<file path="src/rtl/raw_hazard_unit.sv">
// Read-after-write hazard detector for WISC-SP22 decode: tracks destination
// registers of EX/MEM/WB and stalls decode while a source matches one of them.
module raw_hazard_unit #(
    parameter bit WB_BYPASS = 1'b1,
    parameter int CNT_W     = 16
) (
    input  logic             clk,
    input  logic             rst,
    input  logic [15:0]      id_instr,
    input  logic             id_valid,
    input  logic             flush,
    output logic             stall,
    output logic [3:0]       ex_dest,
    output logic [CNT_W-1:0] stall_count
);

    logic [4:0] opcode;
    logic [2:0] rs_fld;
    logic [2:0] rt_fld;
    logic [2:0] rd_fld;
    logic       src1_vld;
    logic       src2_vld;
    logic [2:0] src2_reg;
    logic       dst_vld;
    logic [2:0] dst_reg;
    logic       hazard;
    logic       unused_bits;

    logic       ex_vld_q, ex_vld_d;
    logic [2:0] ex_reg_q, ex_reg_d;
    logic       mem_vld_q;
    logic [2:0] mem_reg_q;
    logic       wb_vld_q;
    logic [2:0] wb_reg_q;
    logic [CNT_W-1:0] stall_count_q, stall_count_d;

    assign opcode      = id_instr[15:11];
    assign rs_fld      = id_instr[10:8];
    assign rt_fld      = id_instr[7:5];
    assign rd_fld      = id_instr[4:2];
    assign unused_bits = ^id_instr[1:0];

    function automatic logic slot_hit(input logic src_vld, input logic [2:0] src,
                                      input logic slot_vld, input logic [2:0] slot_reg);
        return src_vld & slot_vld & (src == slot_reg);
    endfunction

    // Decode which register fields the decode instruction reads and writes
    always_comb begin
        src1_vld = 1'b0;
        src2_vld = 1'b0;
        src2_reg = rt_fld;
        dst_vld  = 1'b0;
        dst_reg  = 3'd0;
        casez (opcode)
            5'b010??, 5'b101??, 5'b10001: begin
                src1_vld = 1'b1;
                dst_vld  = 1'b1;
                dst_reg  = rt_fld;
            end
            5'b10000: begin
                src1_vld = 1'b1;
                src2_vld = 1'b1;
            end
            5'b10011: begin
                src1_vld = 1'b1;
                src2_vld = 1'b1;
                dst_vld  = 1'b1;
                dst_reg  = rs_fld;
            end
            5'b10010: begin
                src1_vld = 1'b1;
                dst_vld  = 1'b1;
                dst_reg  = rs_fld;
            end
            5'b11001: begin
                src1_vld = 1'b1;
                dst_vld  = 1'b1;
                dst_reg  = rd_fld;
            end
            5'b1101?, 5'b111??: begin
                src1_vld = 1'b1;
                src2_vld = 1'b1;
                dst_vld  = 1'b1;
                dst_reg  = rd_fld;
            end
            5'b011??, 5'b00101: begin
                src1_vld = 1'b1;
            end
            5'b11000: begin
                dst_vld = 1'b1;
                dst_reg = rs_fld;
            end
            5'b00110: begin
                dst_vld = 1'b1;
                dst_reg = 3'd7;
            end
            5'b00111: begin
                src1_vld = 1'b1;
                dst_vld  = 1'b1;
                dst_reg  = 3'd7;
            end
            default: begin
                src1_vld = 1'b0;
                src2_vld = 1'b0;
                dst_vld  = 1'b0;
            end
        endcase
    end

    // Compare decode sources against every live slot; flush and reset mask the result
    always_comb begin
        hazard = slot_hit(src1_vld, rs_fld, ex_vld_q, ex_reg_q)
               | slot_hit(src2_vld, src2_reg, ex_vld_q, ex_reg_q)
               | slot_hit(src1_vld, rs_fld, mem_vld_q, mem_reg_q)
               | slot_hit(src2_vld, src2_reg, mem_vld_q, mem_reg_q);
        if (WB_BYPASS == 1'b0) begin
            hazard = hazard
                   | slot_hit(src1_vld, rs_fld, wb_vld_q, wb_reg_q)
                   | slot_hit(src2_vld, src2_reg, wb_vld_q, wb_reg_q);
        end else begin
            hazard = hazard;
        end
        stall = hazard & id_valid & ~flush & ~rst;
    end

    // Next EX slot contents and saturating stall counter
    always_comb begin
        ex_vld_d      = 1'b0;
        ex_reg_d      = 3'd0;
        stall_count_d = stall_count_q;
        if (rst || stall || flush || !id_valid || !dst_vld) begin
            ex_vld_d = 1'b0;
            ex_reg_d = 3'd0;
        end else begin
            ex_vld_d = 1'b1;
            ex_reg_d = dst_reg;
        end
        if (stall && (stall_count_q != {CNT_W{1'b1}})) begin
            stall_count_d = stall_count_q + {{(CNT_W-1){1'b0}}, 1'b1};
        end else begin
            stall_count_d = stall_count_q;
        end
    end

    // Destination-tracking shift pipeline EX -> MEM -> WB
    always_ff @(posedge clk) begin
        if (rst) begin
            ex_vld_q      <= 1'b0;
            ex_reg_q      <= 3'd0;
            mem_vld_q     <= 1'b0;
            mem_reg_q     <= 3'd0;
            wb_vld_q      <= 1'b0;
            wb_reg_q      <= 3'd0;
            stall_count_q <= {CNT_W{1'b0}};
        end else begin
            ex_vld_q      <= ex_vld_d;
            ex_reg_q      <= ex_reg_d;
            mem_vld_q     <= ex_vld_q;
            mem_reg_q     <= ex_reg_q;
            wb_vld_q      <= mem_vld_q;
            wb_reg_q      <= mem_reg_q;
            stall_count_q <= stall_count_d;
        end
    end

    assign ex_dest     = {ex_vld_q, ex_reg_q};
    assign stall_count = stall_count_q;

endmodule

</file>
<file path="config.mk">
export PLATFORM = sky130hd
export DESIGN_NAME = raw_hazard_unit
export DESIGN_NICKNAME = d
export VERILOG_FILES = /design/src/rtl/raw_hazard_unit.sv
export SDC_FILE = /design/constraint.sdc
export NUM_CORES = 1
export LEC_CHECK = 0
export CAP_MARGIN = 0
export CORE_ASPECT_RATIO = 0.75
export CORE_MARGIN = 5
export CORE_UTILIZATION = 35
export CTS_BUF_LIST = sky130_fd_sc_hd__clkbuf_4
export DETAILED_ROUTE_END_ITERATION = 10
export PLACE_DENSITY = 0.61
export SLEW_MARGIN = 20
export SYNTH_ARGS = -nofsm -noshare
export SYNTH_HDL_FRONTEND = slang
export SYNTH_SLANG_ARGS = --single-unit
</file>
<file path="constraint.sdc">
create_clock -name clk -period 6.59 [get_ports clk]
set_clock_uncertainty 0.1 [all_clocks]
set_input_delay 1.318 -clock clk [delete_from_list [all_inputs] [get_ports clk]]
set_output_delay 1.318 -clock clk [all_outputs]
set_load 0.01 [all_outputs]
</file>
# [Word level (Yosys, flattened, before mapping)]
# Cells that the tools add are included.
[op_classes] bitwise=16 n_mux=5 n_reduce_logical=15 eq_ne=19 n_addsub=1
[op_table] op="equality test 5 bit, second input constant" n=6
[op_table] op="adder 16 x 1 -> 16 bit, second input constant" n=1
[op_table] op="!= test 16 bit, second input constant" n=1
[op_table] op="equality test 5 x 3 -> 1 bit, second input constant" n=3
[op_table] op="equality test 3 bit" n=4
[op_table] op="case mux 3 bit (4 select lines)" n=1
[op_table] op="OR reduction 12 bit" n=1
[op_table] op="bitwise AND 1 bit" n=11
[op_table] op="OR reduction 11 bit" n=1
[op_table] op="OR reduction 3 bit" n=3
[op_table] op="equality test 3 x 2 -> 1 bit, second input constant" n=2
[op_table] op="equality test 3 bit, second input constant" n=2
[op_table] op="equality test 4 bit, second input constant" n=1
[op_table] op="logical OR 1 bit" n=4
[op_table] op="2-to-1 mux 1 bit" n=4
[op_table] op="OR reduction 2 bit" n=2
[op_table] op="OR reduction 4 bit" n=1
[op_table] op="bitwise OR 1 bit" n=3
[op_table] op="zero test 1 bit" n=2
[op_table] op="inverter 1 bit" n=2
[op_table] op="logical AND 1 bit" n=1
[word_totals] reg_bits=24 elab_cells=61

# [Depth between registers and ports, before layout]
[logic_depth] depth_word=16 ltp_mapped=9 mapped_depth_nobuf=7

# [Least setup slack after synthesis]
# OpenSTA, ideal clock, no wires.
[synth_path] path_type="input to output" from="input id_instr[13]" to="output stall" cell_stages=7 slack_ns=2.699 required_time_ns=5.172 arrival_time_ns=2.473 n_path_buf=2 path_cell_list="buf_2 -> nor3_1 -> and3_1 -> a2111oi_2 -> nor2_2 -> buf_2 -> inv_1"
[synth_via] elab_chain_cells=11 word_cells_on_any_way=30
[synth_lines] element="start: declaration" line_no="9" text="input logic [15:0] id_instr,"
[synth_lines] element="equality test 5 x 3 -> 1 bit, or another cell as far along" line_no="55" text="casez (opcode)"
[synth_lines] element="OR reduction 12 bit (no line) / OR reduction 4 bit (equally long branches)"
[synth_lines] element="2-to-1 mux 1 bit" line_no="55"
[synth_lines] element="bitwise AND 1 bit (2 in a row)" line_no="45" text="return src_vld & slot_vld & (src == slot_reg);"
[synth_lines] element="bitwise OR 1 bit" line_no="114" text="| slot_hit(src2_vld, src2_reg, ex_vld_q, ex_reg_q)"
[synth_lines] element="bitwise OR 1 bit" line_no="115" text="| slot_hit(src1_vld, rs_fld, mem_vld_q, mem_reg_q)"
[synth_lines] element="bitwise OR 1 bit (*)" line_no="116" text="| slot_hit(src2_vld, src2_reg, mem_vld_q, mem_reg_q);"
[synth_lines] element="bitwise AND 1 bit (*) (3 in a row)" line_no="124" text="stall = hazard & id_valid & ~flush & ~rst;"
[synth_lines] element="end: declaration" line_no="12" text="output logic stall,"
# Every way passes the cells marked *; elsewhere a longest branch is shown, timed or not.

# [Worst setup path in the final report]
[layout_path] from="input id_instr[14]" to="output stall"
# Same word-level chain as after synthesis.

==> run summary <==
Drt drc: 0
Synth Warn #: 0
CP Launch Type: input pin
Tmin final: 5340 ps
Htree depth: 1
Final setup viols: 0
Max-cap violations: 0
Worst skew pair latency: 330 ps
WL per Instance: 15.3 µm
Via density: 5.64
Core ar.: 4050 µm²
DP Worst Slack: 1310 ps
P_leak: 0.000615 µW
Ys async rst share: 0
CP Data Arrival Time: 3920 ps
Crit share post-route: 0.811
Initial Utilization: 0.360
Critical Path End Type: output port
Synth unique cells: 45
#FFs+latches synth: 24
CTS Buffer Depth: 2
CTS tree: done
Inst Count DP: 263
Die boundary width: 84.6 µm
Cts bufs inserted: 3
Largest net degree at the start of global routing: 25
Fin. max-slew vios: 0
FF-to-FF setup slack: 4100 ps
Setup Buffers After CTS: 0
Final wirelength: 4080 µm
Worst hold path endpoint: stall_count[11]$_SDFFE_PP0P_
Slew @ Worst Pin: 847 ps
Critical R2R Launch: ex_reg_q[2]$_SDFF_PP0_
Worst-case reg-to-reg path depth: 6
WHS Path Cells: 2
Relative slew slack: 0.435
Critical path fanouts, max: 24
Hold buffer count at cts: 0
Final Worst Setup Slack: 1250 ps
Final Hold Fails: 0
Upper clock frequency limit: 187 MHz
Total grt overflow: 0
Total Negative Setup Slacks: 0 ps
Global-route wire length before repair: 6710 µm
Final net count: 234
Dpl hpwl: 3120 µm
Critical Path RT: 5170 ps
Final ANT Viol Nets: 0
Antenna diodes: 0
Via count: 1506
CTS Sinks: 24
Io pins: 41
P&R area growth vs syn: 29.6%
Critical Setup Path Class: input pin to output port
Post-cts gate resize count: 0
Initial antenna violation count: 0
Status: complete, no violations
Pwr/cell area: 134 nW/µm²
Seq/Total Area, Yosys: 0.329
Syn avg cell area: 8.16 µm²
Top FF cell, synth: dfxtp_1
Post-Layout Cell Count: 267
Worst Min Path Start: stall_count[11]$_SDFFE_PP0P_
DRT iter0 DRCs: 139
HP Class: flop to flop
Post-Syn Instances: 179
Max VDD drop: 0.0000776 V
Syn_nets: 200
Drt pass-1 iters: 7
Synth area leaders: dfxtp_1, xnor2_1, a21oi_1
Port Buffer Count: 38
Synth top area share: 0.329
Cell area after synthesis: 1460 µm²
RSZ-0062 raised after global routing: no
Worst-path clk slew: 140 ps
Top-count cell post-synth: dfxtp_1
R2r endpoint: stall_count[10]$_SDFFE_PP0P_
Die H: 65.9 µm
Area leader, netlist: dfxtp_1
Vias in the first global route: 1400
GP Congestion: 0.807
GRT Overall Usage: 0.149
Core Rows: 20
CTS Root Cell: clkbuf_4
Die area: 5580 µm²
Number of synthesized flops with an enable pin: 0
Top cells by count, synth: dfxtp_1, a21oi_1, nand2_1, xnor2_1, nand3_1
Share of layout cells above drive strength 1: 0.0708
## through the flow
| stage | total power, µW | hold WS [ps] | area, µm² | utilization |
|---|---|---|---|---|
| floorplan | 170 | 375 | 1460 | - |
| global placement | 186 | 377 | 1870 | 0.460 |
| detailed placement | 188 | 394 | 1870 | 0.460 |
| CTS | 255 | 413 | 1890 | 0.467 |
| global route | 265 | 454 | 1890 | 0.467 |
| finish | 253 | 413 | 1890 | 0.467 |
## report_power, final
part	total, µW	leakage, µW	internal [µW]	switching, µW
Combinational	37.7	0.000407	19.4	18.3
Clock	68.6	0.0000154	22.2	46.4
Sequential	147	0.000193	146	1.01
Total	253	0.000615	188	65.7
## cell usage in the layout, fill, tap and decap left out, types with 4 or more instances in the layout
cell type and instances:
mux2_2 4, o21ai_0 10, nor2b_1 7, inv_1 5
or3_1 6, nand4_1 9, xnor2_1 12, nand2_1 12
dfxtp_1 24, clkdlybuf4s50_1 38, nor2_1 9, nand3_1 11
a21oi_1 13, nor3_1 4, nor4_1 6
## cells by family (layout without fill, tap and decap cells)
logic type	after synthesis	after routing	synth area share
xor+xnor	13	13	0.0780
fa+ha+maj	1	1	0.00857
flops	24	24	0.329
mux	4	4	0.0308
simple gates	78	78	0.296
compound gates	44	44	0.210
buf+inv	15	48	0.0480
## critical path, cell delays in order
cell             delay (ps)
clkdlybuf4s50_1         750
nor4_1                   90
a31oi_1                 260
a221oi_2                140
nor2_2                  670
inv_1                   160
clkdlybuf4s50_1         530
## area by class of cell
cell class | instances | area (µm²)
Inverter | 5 | 18.8
Clock inverter | 1 | 3.75
Multi-Input combinational cell | 140 | 910
Clock buffer | 3 | 22.5
Timing Repair Buffer | 39 | 388
Sequential cell | 24 | 480
Fill cell | 417 | 2160
Tap cell | 55 | 68.8
## worst max path at each step
stage,start,endpoint,cells past startpoint
final,id_instr[14],stall,7
after global routing,id_instr[14],stall,7
after CTS,id_instr[14],stall,7
after detailed placement,id_instr[14],stall,7
after global placement,id_instr[12],stall,7
after floorplan,id_instr[13],stall,7
## sequential cells by signal (all words and copies together), names as in the netlist
register     count
mem_reg_q        3
stall_count     16
ex_reg_q         3
ex_vld_q         1
mem_vld_q        1
## metal layers
layer | share of wire | wire length, µm | track usage
met5 | 0 | 0 | 0
met4 | 0.010 | 41 | 0.0356
met3 | 0.057 | 234 | 0.0423
met2 | 0.46 | 1890 | 0.243
met1 | 0.47 | 1910 | 0.194
No activity file was read; power rests on OpenSTA's default activity.
